==> src/rtl/mux_mem_alu.sv <==
// mux_mem_alu: registered writeback mux choosing between the ALU result and a load word.
// Define MUX_MEM_ALU_LOAD_FMT_EN to compile in RISC-V load formatting and misalignment detection.
module mux_mem_alu #(
  parameter logic [31:0] RST_VAL = 32'h0000_0000
) (
  input  logic        i_clk,
  input  logic        i_rst_n,
  input  logic [31:0] iv_Mem,
  input  logic [31:0] iv_Reg,
  input  logic        i_selector,
  input  logic [2:0]  iv_funct3,
  input  logic [1:0]  iv_addr_lo,
  input  logic        i_valid,
  input  logic        i_stall,
  output logic [31:0] ov_reg_Mem,
  output logic        o_valid,
  output logic        o_misaligned
);
  logic [31:0] mem_val, data_d, data_q;
  logic        valid_d, valid_q;
`ifdef MUX_MEM_ALU_LOAD_FMT_EN
  logic [7:0]  byte_sel;
  logic [15:0] half_sel;
  logic [31:0] fmt_val;
  logic        mis, mis_d, mis_q;
  always_comb begin
    byte_sel = iv_Mem[8*iv_addr_lo +: 8];
    half_sel = iv_addr_lo[1] ? iv_Mem[31:16] : iv_Mem[15:0];
    fmt_val  = (iv_funct3 == 3'b000) ? {{24{byte_sel[7]}}, byte_sel} :
               (iv_funct3 == 3'b100) ? {24'h0, byte_sel} :
               (iv_funct3 == 3'b001) ? {{16{half_sel[15]}}, half_sel} :
               (iv_funct3 == 3'b101) ? {16'h0, half_sel} : iv_Mem;
    // funct3[1:0] encodes access size: 00 byte, 01 half, otherwise word/reserved
    mis      = (iv_funct3[1:0] == 2'b00) ? 1'b0 :
               (iv_funct3[1:0] == 2'b01) ? iv_addr_lo[0] : (iv_addr_lo != 2'b00);
    mem_val  = mis ? 32'h0 : fmt_val;
    mis_d    = i_stall ? mis_q : (i_valid & i_selector & mis);
  end
  always_ff @(posedge i_clk) begin
    if (!i_rst_n) mis_q <= 1'b0;
    else          mis_q <= mis_d;
  end
  assign o_misaligned = mis_q;
`else
  logic unused_fmt;
  assign unused_fmt   = ^{iv_funct3, iv_addr_lo};
  assign mem_val      = iv_Mem;
  assign o_misaligned = 1'b0;
`endif
  always_comb begin
    data_d  = data_q;
    valid_d = valid_q;
    if (!i_stall) begin
      valid_d = i_valid;
      data_d  = i_valid ? (i_selector ? mem_val : iv_Reg) : data_q;
    end
  end
  always_ff @(posedge i_clk) begin
    if (!i_rst_n) begin
      data_q  <= RST_VAL;
      valid_q <= 1'b0;
    end else begin
      data_q  <= data_d;
      valid_q <= valid_d;
    end
  end
  assign ov_reg_Mem = data_q;
  assign o_valid    = valid_q;
endmodule

==> config.mk <==
export PLATFORM = sky130hd
export DESIGN_NAME = mux_mem_alu
export DESIGN_NICKNAME = d
export VERILOG_FILES = /design/src/rtl/mux_mem_alu.sv
export SDC_FILE = /design/constraint.sdc
export NUM_CORES = 1
export LEC_CHECK = 0
export ABC_AREA = 0
export CAP_MARGIN = 10
export CORE_MARGIN = 2
export CORE_UTILIZATION = 36
export DETAILED_ROUTE_END_ITERATION = 6
export GPL_TIMING_DRIVEN = 1
export HOLD_SLACK_MARGIN = 0.15
export PLACE_DENSITY = 0.9
export SETUP_SLACK_MARGIN = 0.02
export SYNTH_ARGS = -nofsm -noshare
export SYNTH_HDL_FRONTEND = slang
export SYNTH_SLANG_ARGS = --single-unit
==> constraint.sdc <==
create_clock -name i_clk -period 1.4 [get_ports i_clk]
set_clock_uncertainty 0.15 [all_clocks]
set_input_delay 0.28 -clock i_clk [delete_from_list [all_inputs] [get_ports i_clk]]
set_output_delay 0.28 -clock i_clk [all_outputs]
set_load 0.01 [all_outputs]
# Yosys cells after proc, flatten, opt, wreduce, memory -nomap -nowiden
# Cells that the tools add are included.
[op_classes]
n_bitwise = 1
muxes = 1
reduce_logical = 1
[ops]
columns = ["operator", "count"]
rows = [
  ["$mux 32", 1],
  ["$reduce_and 2->1", 1],
  ["$not 1->1", 1],
]
[totals]
out_inout_bits = 34
reg_bits = 33
word_cells = 5
inputBits = 74

# Depth between registers and ports, before layout
# Gate-level depths: netlist of the first run.
[depth]
ltp_word = 2
mapped_depth = 5
ltp_nobuf = 3

# Worst setup path before layout of the first run
# OpenSTA, ideal clock, no wires.
[synth_path]
kind = "input port to flip-flop"
startpoint = "input i_valid"
endpoint = "register data_q[10] (netlist: ov_reg_Mem[10])"
setup_slack_ps = 296
setup_time_ps = 119
required_time_ps = 1131
stages = 5
t_arrival_ps = 835
path_buffers = 2
path_cell_list = "nor2b_2 > buf_6 > buf_12 > o21ai_2 > a21oi_2"
[synth_via]
elab_chain_len = 1
[synth_lines]
columns = ["item", "line", "text"]
rows = [
  ["start, declared", "13", "input logic i_valid,"],
  ["$reduce_and 2->1 (no line)", "--", ""],
  ["end signal, assigned", "63", "data_q <= data_d;"],
  ["end, declared", "19", "logic [31:0] mem_val, data_d, data_q;"],
]
# No other way between the ends.
# A chain may end at the register's enable or synchronous reset.

# Worst setup path in the final report of the first run
[layout_path]
startpoint = "input i_stall"
endpoint = "register data_q[27] (netlist: ov_reg_Mem[27])"
[layout_via]
elab_chain_len = 2
[layout_lines]
columns = ["item", "line", "text"]
rows = [
  ["start, declared", "14", "input logic i_stall,"],
  ["$not 1->1 (no line)", "--", ""],
  ["$reduce_and 2->1 (no line)", "--", ""],
]
# No other way between the ends.

==> flow_metrics.env, run 1 <==
export IMPL_grt_pass1_vias=1458
export IMPL_synthArstFlopShare=0
export IMPL_fin_nets=325
export IMPL_netlist_top_cells_count="dfxtp_1 (33), mux2i_1 (32), a21oi_2 (20), o21ai_2 (20), a21oi_1 (13)"
export IMPL_crit_required_ns=1.41
export IMPL_synth_top_family_by_area="compound AO/OA/AOI/OAI gates"
export IMPL_routed_wl_um=4147
export IMPL_yosys_area_top_type="dfxtp_1"
export IMPL_maxCapViolations=0
export IMPL_clock_fmax_mhz=737.5
export IMPL_clkTransAtPathRegs_ns=0.06
export IMPL_synth_xor_area_frac=0
export IMPL_grt_first_pass_wirelength_um=6486
export IMPL_tns_ns=0
export IMPL_drc=0
export IMPL_cp_max_fo=9
export IMPL_final_cell_area_um2=2763
export IMPL_cts_sinks=33
export IMPL_min_path_cells=2
export IMPL_ys_warn_count=0
export IMPL_hold_class="flip-flop to flip-flop"
export IMPL_die_y_um=71.40
export IMPL_first_pass_iters=4
export IMPL_io_pin_count=108
export IMPL_cts_buffer_depth=2
export IMPL_n_antenna_cell=0
export IMPL_r2r_end="ov_reg_Mem[25]$_SDFFE_PN0P_"
export IMPL_dpl_hpwl_um=2978
export IMPL_synth_compound_area_frac=0.2907
export IMPL_netlist_area_um2=1635
export IMPL_viasPerCell=4.894
export IMPL_arrival_ns=1.37
export IMPL_r2r_slack_ns=0.62
export IMPL_setup_viol=0
export IMPL_muxShareOfSynthArea=0.1959
export IMPL_fin_hold_ws_ns=0.3569
export IMPL_cts_max_level=2
export IMPL_num_vias=1478
export IMPL_syn_area_per_cell_um2=11.05
export IMPL_area_growth_pct=68.94
export IMPL_synth_top_area_share=0.4040
export IMPL_coreArea_um2=4354
export IMPL_setup_ws_ns=0.04404
export IMPL_port_buffers=101
export IMPL_synth_most_common_cell="dfxtp_1"
export IMPL_track_usage=0.1600
export IMPL_grt_overflow=0
export IMPL_synth_area_top_cells="dfxtp_1 (40%), mux2i_1 (20%), a21oi_2 (11%)"
export IMPL_die_w_um=71.40
export IMPL_antenna_found_initial=0
export IMPL_crit_path_end_kind="flip-flop"
export IMPL_cts_buffers=5
export IMPL_yosys_area_share_simple=0.009181
export IMPL_dp_cells=291
export IMPL_syn_num_nets=222
export IMPL_syn_inst=148
export IMPL_hold_viol=0
export IMPL_path_class="primary input to flip-flop"
export IMPL_place_gp_congestion=0.6959
export IMPL_drive_gt1_frac=0.2360
export IMPL_rows=24
export IMPL_synthAdderAreaFrac=0
export IMPL_reg2reg_depth=2
export IMPL_maxSlewViolCount=0
export IMPL_cts_tree="yes"
export IMPL_worstHoldStart="o_valid$_SDFFE_PN0N_"
export IMPL_period_needed_ns=1.356
export IMPL_hold_end="o_valid$_SDFFE_PN0N_"
export IMPL_hold_buffers=0
export IMPL_post_place_ws_ns=-0.2553
export IMPL_placed_area_um2=2651
export IMPL_start_kind="primary input"
export IMPL_ys_ff_latch=33
export IMPL_vdd_drop_max_uv=424.4
export IMPL_clk_latency_ns=0.27
export IMPL_grt_max_degree=39
export IMPL_rr_startpoint="ov_reg_Mem[25]$_SDFFE_PN0P_"
export IMPL_final_period_utilization=0.9685
export IMPL_p_leak_nw=1.194
export IMPL_yosys_most_used_dff="dfxtp_1"
export IMPL_root_buffer="clkbuf_8"
export IMPL_dieArea_um2=5098
export IMPL_fin_cells=302
export IMPL_yosysSeqAreaShare=0.4040
export IMPL_rsz0062_at_grt="true"
export IMPL_yosysUniqueCellTypes=15
export IMPL_first_iter_violations=29
export IMPL_initial_utilization=0.3756
export IMPL_final_antenna_net_count=0
export IMPL_status="finished, final reports clean"
export IMPL_power_per_cell_area_nw_per_um2=822.0
export IMPL_drt_wirelength_per_cell_um=13.73
export IMPL_synth_edf_count=0
sequential cells by signal (all words and copies together) (netlist names):
register / cells
o_valid: 1
ov_reg_Mem: 32
stage by stage:
step / power, mW / utilization
5_1_grt: 2.401 / 0.6345
3_5_place_dp: 1.684 / 0.6089
2_1_floorplan: 1.343 / -
6_report: 2.271 / 0.6345
3_3_place_gp: 1.670 / 0.6089
4_1_cts: 2.283 / 0.6164
area by class of cell:
| cell class | instances | area (um^2) |
|---|---|---|
| repair buffers | 111 | 1144 |
| well taps | 52 | 65.06 |
| flip-flops and latches | 33 | 660.6 |
| multi-input cells | 100 | 819.5 |
| clock buffers | 5 | 68.82 |
| clock inverters | 1 | 5.005 |
| fillers | 364 | 1592 |
kinds of logic after synthesis:
kind of cell,count (synthesis)
flip-flops,33
other,1
AND/OR/NAND/NOR,2
AO/OA/AOI/OAI,65
buffers and inverters,15
multiplexers,32
worst max-delay path: stages:
cell	delay, ns
clkdlybuf4s50_1	0.46
nor2b_4	0.22
buf_4	0.18
buf_6	0.15
a21oi_1	0.07
worst max-delay path by stage:
| stage | from | end | slack [ns] | depth (start not counted) |
|---|---|---|---|---|
| final | i_stall | ov_reg_Mem[27]$_SDFFE_PN0P_ | 0.04 | 5 |
| after floorplan | i_valid | ov_reg_Mem[10]$_SDFFE_PN0P_ | 0.30 | 5 |
| after global routing | i_valid | ov_reg_Mem[22]$_SDFFE_PN0P_ | 0.007 | 5 |
| after CTS | ov_reg_Mem[1]$_SDFFE_PN0P_ | ov_reg_Mem[1] | 0.03 | 1 |
| after detailed placement | i_stall | ov_reg_Mem[26]$_SDFFE_PN0P_ | -0.26 | 5 |
| after global placement | i_valid | ov_reg_Mem[29]$_SDFFE_PN0P_ | -0.20 | 5 |
power by group:
group | switching (mW) | internal (mW) | leakage, nW | total (mW)
Combinational | 0.236 | 0.364 | 0.881 | 0.600
Sequential | 0.0359 | 1.00 | 0.272 | 1.04
Clock | 0.305 | 0.326 | 0.0399 | 0.631
Total | 0.577 | 1.69 | 1.19 | 2.27
metal layers:
metal,GRT usage,wire (um),up-vias
met3,0.05485,358,8
li1,-,-,731
met2,0.2870,2205,60
met5,0,0,-
met1,0.1693,1510,679
met4,0.06918,72,0
cells in the final DEF (no fill, tap or decap), types with 2 or more instances in the layout:
cell type | Yosys | layout
buf_4 | 3 | 2
mux2i_1 | 32 | 32
clkdlybuf4s50_1 | 0 | 67
buf_12 | 2 | 5
a21oi_2 | 20 | 20
dlygate4sd2_1 | 0 | 27
dfxtp_1 | 33 | 33
clkbuf_8 | 0 | 5
o21ai_2 | 20 | 20
clkdlybuf4s15_1 | 0 | 5
a21oi_1 | 13 | 13
clkbuf_16 | 0 | 2
o21ai_0 | 12 | 12
timing repair:
action | in CTS | in global routing
setup buffers | 0 | 2
endpoints found under the hold margin | 0 | 0
gates cloned | 0 | 3
endpoints found under the setup margin | 33 | 16
resized for setup | 33 | 7
Note: power is estimated with default switching activity, not from simulation.
==> inputs of run 2 (changes only) <==
--- a/config.mk
+++ b/config.mk
@@ -8,11 +8,12 @@
 export ABC_AREA = 0
 export CAP_MARGIN = 10
 export CORE_MARGIN = 2
-export CORE_UTILIZATION = 36
+export CORE_UTILIZATION = 37
+export CTS_BUF_LIST = sky130_fd_sc_hd__clkbuf_2 sky130_fd_sc_hd__clkbuf_4 sky130_fd_sc_hd__clkbuf_8
 export DETAILED_ROUTE_END_ITERATION = 6
 export GPL_TIMING_DRIVEN = 1
 export HOLD_SLACK_MARGIN = 0.15
-export PLACE_DENSITY = 0.9
+export PLACE_DENSITY = 0.91
 export SETUP_SLACK_MARGIN = 0.02
 export SYNTH_ARGS = -nofsm -noshare
 export SYNTH_HDL_FRONTEND = slang
==> run 2 against run 1 <==
  * Die area is 2.6% lower
  * Count of clock-buffer cells in the layout is 3 higher
  * Global-route usage is 0.17 points higher
  * Flip-flop and latch count stayed put
  * Critical endpoint is now ov_reg_Mem[31]$_SDFFE_PN0P_
  * Largest cell class unchanged
  * Largest power group unchanged
==> flow_metrics.env, run 2 (same netlist as run 1, synthesis figures left out) <==
export IMPL_area_growth_pct=72.99
export IMPL_p_leak_nw=1.243
export IMPL_antenna_found_initial=0
export IMPL_cts_buffer_depth=2
export IMPL_multiInputGateArea_um2=819.5
export IMPL_start_kind="primary input"
export IMPL_drc=0
export IMPL_reg2reg_depth=2
export IMPL_crit_path_end_kind="flip-flop"
export IMPL_min_path_cells=3
export IMPL_clk_latency_ns=0.28
export IMPL_clock_fmax_mhz=735.3
export IMPL_vdd_drop_max_uv=515.8
export IMPL_die_y_um=70.48
export IMPL_clkPwrFrac=0.306
export IMPL_first_iter_violations=30
export IMPL_root_buffer="clkbuf_8"
export IMPL_initial_utilization=0.3808
export IMPL_setup_ws_ns=0.04004
export IMPL_cp_cell_sequence="clkdlybuf4s50_1, nor2b_4, buf_4, clkbuf_16, a21oi_1"
export IMPL_power_per_cell_area_nw_per_um2=841.0
export IMPL_clkTransAtPathRegs_ns=0.06
export IMPL_cp_max_fo=15
export IMPL_cell_internal_pwr_mw=1.789
export IMPL_p_comb_frac=0.257
export IMPL_switching_share=0.2483
export IMPL_fin_hold_ws_ns=0.2167
export IMPL_arrival_ns=1.37
export IMPL_grt_pass1_vias=1452
export IMPL_coreArea_um2=4294
export IMPL_period_needed_ns=1.360
export IMPL_startpoint="i_valid"
export IMPL_grt_max_degree=35
export IMPL_p_seq_frac=0.437
export IMPL_hold_viol=0
export IMPL_maxCapViolations=0
export IMPL_final_common_cell="clkdlybuf4s50_1"
export IMPL_maxSlewViolCount=0
export IMPL_setup_viol=0
export IMPL_cts_max_level=2
export IMPL_path_class="primary input to flip-flop"
export IMPL_dpl_hpwl_um=2948
export IMPL_seqCellArea_um2=660.6
export IMPL_final_cell_mix="clkdlybuf4s50_1 (66), dfxtp_1 (33), mux2i_1 (32)"
export IMPL_cts_sinks=33
export IMPL_largest_register_ffs=32
export IMPL_dieArea_um2=4967
export IMPL_n_antenna_cell=0
export IMPL_viasPerCell=4.765
export IMPL_slowest_stage="clkdlybuf4s50_1"
export IMPL_slowest_delay_ns=0.45
export IMPL_rr_startpoint="ov_reg_Mem[30]$_SDFFE_PN0P_"
export IMPL_rsz0062_at_grt="true"
export IMPL_die_w_um=70.48
export IMPL_grt_first_pass_wirelength_um=6396
export IMPL_grt_overflow=0
export IMPL_status="finished, final reports clean"
export IMPL_first_pass_iters=3
export IMPL_final_cell_area_um2=2829
export IMPL_drive_gt1_frac=0.2558
export IMPL_post_place_ws_ns=-0.2724
export IMPL_placed_area_um2=2651
export IMPL_cts_buffers=5
export IMPL_final_antenna_net_count=0
export IMPL_crit_required_ns=1.41
export IMPL_num_vias=1477
export IMPL_io_pin_count=108
export IMPL_p_switching_mw=0.5906
export IMPL_track_usage=0.1618
export IMPL_cts_tree="yes"
export IMPL_fin_nets=331
export IMPL_place_gp_congestion=0.6661
export IMPL_final_period_utilization=0.9714
export IMPL_rows=24
export IMPL_fillers=362
export IMPL_routed_wl_um=4118
export IMPL_port_buffers=101
export IMPL_drt_wirelength_per_cell_um=13.28
export IMPL_hold_class="primary input to flip-flop"
export IMPL_worstHoldStart="i_stall"
run 2: cell types whose count changed in the layout (fill, tap and decap cells not counted), sizes merged:
cell,before,now
buf,9,15
clkinv,1,0
dlymetal6s2s,0,1
clkdlybuf4s15,5,6
clkdlybuf4s50,67,66
clkbuf,8,10
run 2: worst max-delay path: cells and delay by family:
family	cells	cell delay, ns
buf+inv	3	0.78
simple gates	1	0.23
compound gates	1	0.08
run 2: layout make-up:
class | instances | area share
Tap cell | 52 | 0.02300
Sequential cell | 33 | 0.2335
Multi-Input combinational cell | 100 | 0.2897
Timing Repair Buffer | 117 | 0.4215
Clock buffer | 8 | 0.03229
run 2: final timing paths:
kind / end / slack, ns
setup / recovery: ov_reg_Mem[31]$_SDFFE_PN0P_ / 0.04
hold / removal: o_valid$_SDFFE_PN0N_ / 0.22
setup reg to reg: ov_reg_Mem[30]$_SDFFE_PN0P_ / 0.60
hold reg to reg: o_valid$_SDFFE_PN0N_ / 0.35
run 2: per-layer routing:
layer,routed length (um),vias to the layer above,track usage
li1,-,748,-
met4,46,0,0.06410
met3,374,5,0.06782
met5,0,-,0
met2,2197,51,0.2998
met1,1499,673,0.1562
run 2: metrics by stage:
stage          std cells   TNS (ns)  utilization  power, mW
2_1_floorplan        148          0            -      1.343
3_3_place_gp         291     -5.377       0.6174      1.669
3_5_place_dp         291     -6.566       0.6174      1.685
4_1_cts              299          0       0.6291      2.370
5_1_grt              310  -0.007389       0.6588      2.502
6_report             310          0       0.6588      2.379
run 2: power by group through the flow:
stage	clock network, mW	logic [mW]	registers, mW
6_report	0.728	0.611	1.04
5_1_grt	0.794	0.662	1.05
2_1_floorplan	0	0.251	1.09
3_3_place_gp	0	0.611	1.06
4_1_cts	0.749	0.581	1.04
3_5_place_dp	0	0.623	1.06
run 2: repair_timing:
item	in CTS	in global routing
resized for setup	33	7
buffers inserted	0	9
pin swaps	0	0
gates cloned	0	2
hold buffers	0	0
setup endpoints to repair	34	18
